File: config.mk
export PLATFORM = sky130hd
export DESIGN_NAME = ifetch_responder_flat
export DESIGN_NICKNAME = d
export VERILOG_FILES = /design/src/rtl/ifetch_responder_if.sv /design/src/rtl/ifetch_responder.sv /design/src/flat_wrapper.sv
export SDC_FILE = /design/constraint.sdc
export NUM_CORES = 1
export LEC_CHECK = 0
export CAP_MARGIN = 5
export CORE_UTILIZATION = 37
export DETAILED_ROUTE_END_ITERATION = 10
export GPL_TIMING_DRIVEN = 0
export MAX_ROUTING_LAYER = met4
export PLACE_DENSITY = 0.73
export SLEW_MARGIN = 20
export SYNTH_ARGS = -nofsm -noshare
export SYNTH_HDL_FRONTEND = slang
export SYNTH_SLANG_ARGS = --single-unit
export TNS_END_PERCENT = 100
File: constraint.sdc
create_clock -name clk -period 1.7 [get_ports clk]
set_clock_uncertainty 0.1 [all_clocks]
set_input_delay 0.17 -clock clk [delete_from_list [all_inputs] [get_ports clk]]
set_output_delay 0.17 -clock clk [all_outputs]
set_load 0.01 [all_outputs]
File: src/rtl/ifetch_responder_if.sv
// Fetch handshake between the PC/decode front end and the instruction-memory bus.
// The slave modport is the responder's view, the master modport is the environment's view.
interface ifetch_responder_if;
    logic [31:0] PCaddr;
    logic        dmem_active;
    logic        mem_busy;
    logic [31:0] mem_rdata;
    logic        mem_read;
    logic [31:0] mem_addr;
    logic [31:0] instr;
    logic        iready;
    logic        fault;
    logic [1:0]  fault_code;

    modport slave (
        input  PCaddr,
        input  dmem_active,
        input  mem_busy,
        input  mem_rdata,
        output mem_read,
        output mem_addr,
        output instr,
        output iready,
        output fault,
        output fault_code
    );

    modport master (
        output PCaddr,
        output dmem_active,
        output mem_busy,
        output mem_rdata,
        input  mem_read,
        input  mem_addr,
        input  instr,
        input  iready,
        input  fault,
        input  fault_code
    );
endinterface

File: src/rtl/ifetch_responder.sv
// Memory-side fetch responder: reads the word at PCaddr, captures it into instr and pulses iready.
// Yields to data-memory traffic before starting a fetch; faults on misaligned PC or bus timeout.
module ifetch_responder #(
    parameter int unsigned TIMEOUT = 255,
    parameter logic [31:0] NOP     = 32'h0000_0013
) (
    input  logic               clk,
    input  logic               nRST,
    ifetch_responder_if.slave  bus
);

    localparam int unsigned XLEN    = 32;
    localparam int unsigned CNT_W   = 8;
    localparam int unsigned CODE_W  = 2;

    localparam logic [CNT_W-1:0]  WAIT_LAST     = CNT_W'(TIMEOUT - 1);
    localparam logic [CODE_W-1:0] CODE_NONE     = 2'b00;
    localparam logic [CODE_W-1:0] CODE_MISALIGN = 2'b01;
    localparam logic [CODE_W-1:0] CODE_TIMEOUT  = 2'b10;

    typedef enum logic [1:0] {
        IDLE  = 2'd0,
        FETCH = 2'd1,
        READY = 2'd2,
        FAULT = 2'd3
    } state_e;

    state_e             state_q, state_d;
    logic [CNT_W-1:0]   wait_cnt_q, wait_cnt_d;
    logic [XLEN-1:0]    instr_q, instr_d;
    logic [CODE_W-1:0]  code_q, code_d;

    logic               mem_read_q;
    logic [XLEN-1:0]    mem_addr_q;
    logic               iready_q;
    logic               fault_q;

    // Next-state, wait counter, capture and fault-code latching.
    always_comb begin
        state_d    = state_q;
        wait_cnt_d = wait_cnt_q;
        instr_d    = instr_q;
        code_d     = code_q;

        unique case (state_q)
            IDLE: begin
                // Misalignment outranks bus arbitration.
                if (bus.PCaddr[1:0] != 2'b00) begin
                    state_d = FAULT;
                    code_d  = CODE_MISALIGN;
                end else if (!bus.dmem_active) begin
                    state_d    = FETCH;
                    wait_cnt_d = '0;
                end
            end
            FETCH: begin
                // Returned data in the last allowed cycle still wins over the timeout.
                if (!bus.mem_busy) begin
                    instr_d = bus.mem_rdata;
                    state_d = READY;
                end else if (wait_cnt_q == WAIT_LAST) begin
                    state_d = FAULT;
                    code_d  = CODE_TIMEOUT;
                end else begin
                    wait_cnt_d = wait_cnt_q + CNT_W'(1);
                end
            end
            READY: begin
                state_d = IDLE;
            end
            FAULT: begin
                state_d = FAULT;
            end
            default: begin
                state_d = IDLE;
            end
        endcase
    end

    // State and outputs; outputs are decoded from the state being entered so they
    // are registered yet line up exactly with the state they describe.
    always_ff @(posedge clk or negedge nRST) begin
        if (!nRST) begin
            state_q    <= IDLE;
            wait_cnt_q <= '0;
            instr_q    <= NOP;
            code_q     <= CODE_NONE;
            mem_read_q <= 1'b0;
            mem_addr_q <= '0;
            iready_q   <= 1'b0;
            fault_q    <= 1'b0;
        end else begin
            state_q    <= state_d;
            wait_cnt_q <= wait_cnt_d;
            instr_q    <= instr_d;
            code_q     <= code_d;
            mem_read_q <= (state_d == FETCH);
            mem_addr_q <= (state_d == FETCH) ? bus.PCaddr : '0;
            iready_q   <= (state_d == READY);
            fault_q    <= (state_d == FAULT);
        end
    end

    assign bus.mem_read   = mem_read_q;
    assign bus.mem_addr   = mem_addr_q;
    assign bus.instr      = instr_q;
    assign bus.iready     = iready_q;
    assign bus.fault      = fault_q;
    assign bus.fault_code = code_q;

endmodule
File: src/flat_wrapper.sv
// flat-port wrapper written by rule: the top's interface ports become plain ports
module ifetch_responder_flat 
#(
    parameter int unsigned TIMEOUT = 255,
    parameter logic [31:0] NOP     = 32'h0000_0013
)
  (clk, nRST, bus_PCaddr, bus_dmem_active, bus_mem_busy, bus_mem_rdata, bus_mem_read, bus_mem_addr, bus_instr, bus_iready, bus_fault, bus_fault_code);
  ifetch_responder_if bus_i ();
  input  logic clk;
  input  logic nRST;
  input wire logic [$bits(bus_i.PCaddr)-1:0] bus_PCaddr;
  input wire logic [$bits(bus_i.dmem_active)-1:0] bus_dmem_active;
  input wire logic [$bits(bus_i.mem_busy)-1:0] bus_mem_busy;
  input wire logic [$bits(bus_i.mem_rdata)-1:0] bus_mem_rdata;
  output wire logic [$bits(bus_i.mem_read)-1:0] bus_mem_read;
  output wire logic [$bits(bus_i.mem_addr)-1:0] bus_mem_addr;
  output wire logic [$bits(bus_i.instr)-1:0] bus_instr;
  output wire logic [$bits(bus_i.iready)-1:0] bus_iready;
  output wire logic [$bits(bus_i.fault)-1:0] bus_fault;
  output wire logic [$bits(bus_i.fault_code)-1:0] bus_fault_code;
  assign bus_i.PCaddr = bus_PCaddr;
  assign bus_i.dmem_active = bus_dmem_active;
  assign bus_i.mem_busy = bus_mem_busy;
  assign bus_i.mem_rdata = bus_mem_rdata;
  assign bus_mem_read = bus_i.mem_read;
  assign bus_mem_addr = bus_i.mem_addr;
  assign bus_instr = bus_i.instr;
  assign bus_iready = bus_i.iready;
  assign bus_fault = bus_i.fault;
  assign bus_fault_code = bus_i.fault_code;
  ifetch_responder #(.TIMEOUT(TIMEOUT), .NOP(NOP)) u_core (.clk(clk), .nRST(nRST), .bus(bus_i));
endmodule
==> metrics, run 1 <==
status finished, violations left; violations in the final reports negative setup slack; setup slack of the most critical reg-to-reg path -10 ps; number of input and output port buffers inserted 136; critical path launch point type register; worst-path cell with the longest stage delay dfrtp_1; number of buffer and inverter instances along the worst setup path 2; hpwl dp about 4.6 mm; cell area after placement ~4500 um2; Final period util 101%; number of vias per cell after detailed routing about 4.6; critical path's largest stage delay a little under 400 ps; die area 8430 um2; number of iterations in the first detailed-routing pass 4; NumNets Final 441; synthesis-stage register bit count slightly below 80; clock period minus worst slack roughly 1700 ps; setup-violating endpoint count in the final report 12; Highest Clock Rate 584 MHz; DRC violation count after routing 0; worst setup path category register to register; Clock Tree Root clkbuf_8; cell depth of the worst flop-to-flop path 7; vias in the first global route approximately 2,300; average footprint of a synthesized cell between 10 and 15 um2; list of cells traversed by the critical path inv_2 -> ha_1 -> nand4_1 -> o211ai_2 -> nand2_4 -> clkbuf_8 -> and2_1; sequential area share after synthesis 66.3%; clock tree from TritonCTS done; synth unique cells 32; Worst EP arrival roughly 1800 ps; relative slew slack between 60% and 70%; Rows 32; Fin. Hold Viols 0; layout cells sized above 1 21.8%; ys async rst share between 90% and 100%; cell type with the highest aggregate area in the netlist dfrtp_1; Post-Synthesis Net Count 281; Max H-tree Level 3; LEAKAGE approximately 0.0021 uW; TritonCTS Buffers 9; Commonest cells post-synth dfrtp_1 (76), and2_1 (36), mux2_2 (29); worst-path maximum fanout 5; number of max-slew violations in the final report 0; Syn Inst Count between 200 and 250; core utilization of the finished layout 62.7%; data required time at the worst endpoint around 1800 ps; Core Box Area 7770 um2; via count between 2,000 and 2,500; number of diodes added for antenna fixing 0; Die W between 90 and 100 um; sum of overflow across all layers after global routing 0; Area Overhead vs Synth 63.2%; overall routed net length 6.39 mm; worst-skew pair later-pin latency around 330 ps; antenna violations before repair 0; final instance area approximately 4900 um2; Iteration-0 DRC Markers 36; start of the worst register-to-register path u_core.wait_cnt_q[0]; top cells by area, synth dfrtp_1 (64%), mux2_2 (11%), and2_1 (7.5%); unrepaired setup endpoints after global routing true; clock transition at the registers of the reported paths about 80 ps; Yosys top cell area share a little under two thirds; count of fill cells added during filler insertion 599; primary flip-flop cell chosen by synthesis mapping dfrtp_1; leading cell type by number of instances after synthesis dfrtp_1; Synth Warn # 0; max_cap viols 0; Wirelength per Cell 13.4 um; starting density of the core just under 40%; Slew @ Worst Pin ~500 ps; first-pass GRT wire length around 11 mm; routability-driven placement congestion ratio between 0.7 and 0.8; clock sinks 79; GR Util All Layers between 10% and 20%; peak ir drop on the vdd network around 0.63 mV; path type of the worst min-delay path primary input to asynchronous set/reset pin; final setup slack of the worst path -13.3 ps; number of buffers on the longest clock path 2; Worst path top cell family by delay simple AND/OR/NAND/NOR gates; post-synthesis cell area ~3000 um2; largest net degree at the start of global routing between 40 and 50; critical register-to-register path endpoint u_core.bus.mem_addr[18]; height of the die between 90 and 100 um; pwr dens ~1500 nW/um2; element type at the critical path end register; number of I/O pins between 100 and 150; count of nets left with antenna violations after detail routing 0; number of enable-type register cells in the synthesized netlist 0
## registers in the layout, summed over array words and instances, names as in the netlist
signal,count
u_core.bus.fault_code,2
u_core.bus.fault,1
u_core.bus.mem_addr,32
u_core.bus.mem_read,1
u_core.bus.iready,1
u_core.state_q,2
u_core.wait_cnt_q,8
u_core.bus.instr,32
## worst max path at each step
| stage | end | startpoint | cells past startpoint |
|---|---|---|---|
| 3_5_place_dp | u_core.bus.mem_addr[18] | u_core.wait_cnt_q[0] | 7 |
| 2_1_floorplan | u_core.bus.mem_addr[10] | u_core.wait_cnt_q[0] | 7 |
| 3_3_place_gp | u_core.bus.mem_addr[17] | nRST | 1 |
| 4_1_cts | u_core.bus.mem_addr[27] | u_core.wait_cnt_q[0] | 7 |
| 5_1_grt | u_core.bus.mem_addr[18] | u_core.wait_cnt_q[0] | 7 |
| 6_report | u_core.bus.mem_addr[18] | u_core.wait_cnt_q[0] | 7 |
## through the flow
stage / worst slack [ps] / hold slack (ps) / cells / power [uW] / setup TNS, ps
after global routing: -123 / 265 / 478 / 7550 / -3560
after CTS: -31.7 / 246 / 476 / 7130 / -184
after floorplan: 11.7 / -226 / 211 / 3960 / 0
after detailed placement: -291 / 75.2 / 450 / 5400 / -12550
after global placement: -2420 / 369 / 449 / 5330 / -198790
final: -13.3 / 256 / 478 / 7100 / -110
## placed cells by master, fill, tap and decap left out, types with 4 or more instances in the layout
cell type / synthesis / routed
or3_1: 4 / 4
nand3_1: 4 / 4
mux2_2: 29 / 29
dfrtp_1: 76 / 74
nor2_1: 7 / 7
a21oi_1: 7 / 7
o21ai_0: 7 / 6
nand2_1: 5 / 4
clkbuf_8: 0 / 12
clkdlybuf4s50_1: 0 / 133
and2_4: 0 / 4
buf_4: 1 / 9
buf_6: 3 / 6
and2_1: 36 / 32
## kinds of logic after synthesis
kind of cell,Yosys count,synth area share [%]
AOI/OAI and AO/OA,21,4.95
xor gates and xnor gates,1,0.293
adders and majority gates,2,0.838
buffers and inverters,12,2.43
DFF,79,66.3
muxes,32,12.1
and+or+nand+nor,64,13.1
## worst reg2reg max path: stages, from the launching register on
cell and delay, ps:
dfrtp_1 390, inv_2 60, ha_1 140, nand4_1 180
o211ai_2 300, nand2_4 120, clkbuf_8 170, and2_1 150
## routing by layer
layer  wire (um)  global-route usage (%)
met1        2690                    20.4
met3         492                    4.31
met2        3110                    26.6
met4         106                    6.25
met5           0                       -
## where the power goes
part           internal (uW)  switching, uW
Sequential              2500            301
Combinational           1740           1010
Clock                    905            646
## area by class of cell
class / instances / area (um2) / area share, %
plain buffers: 8 / 85.1 / 1.75
clock buffers: 11 / 151 / 3.11
clock inverters: 5 / 80.1 / 1.64
inverters: 4 / 15.0 / 0.308
multi-input cells: 120 / 950 / 19.5
flip-flops and latches: 79 / 1980 / 40.7
well taps: 102 / 128 / 2.62
repair buffers: 149 / 1480 / 30.4
## what timing repair did
item / 4_1_cts / 5_1_grt
hold buffers: 1 / 0
setup endpoints to repair: 63 / 55
resized for setup: 11 / 12
endpoints found under the hold margin: 35 / 0
pin swaps: 2 / 4
cloned: 2 / 0
setup buffers: 7 / 2
Power figures use the tool's default switching activity.
==> run 2, diff against run 1 <==
--- a/config.mk
+++ b/config.mk
@@ -7,6 +7,7 @@
 export LEC_CHECK = 0
 export CAP_MARGIN = 5
 export CORE_UTILIZATION = 37
+export CTS_CLUSTER_SIZE = 12
 export DETAILED_ROUTE_END_ITERATION = 10
 export GPL_TIMING_DRIVEN = 0
 export MAX_ROUTING_LAYER = met4
==> results of run 2 <==
The final DEF is identical to that of run 1; final timing and power are the same.
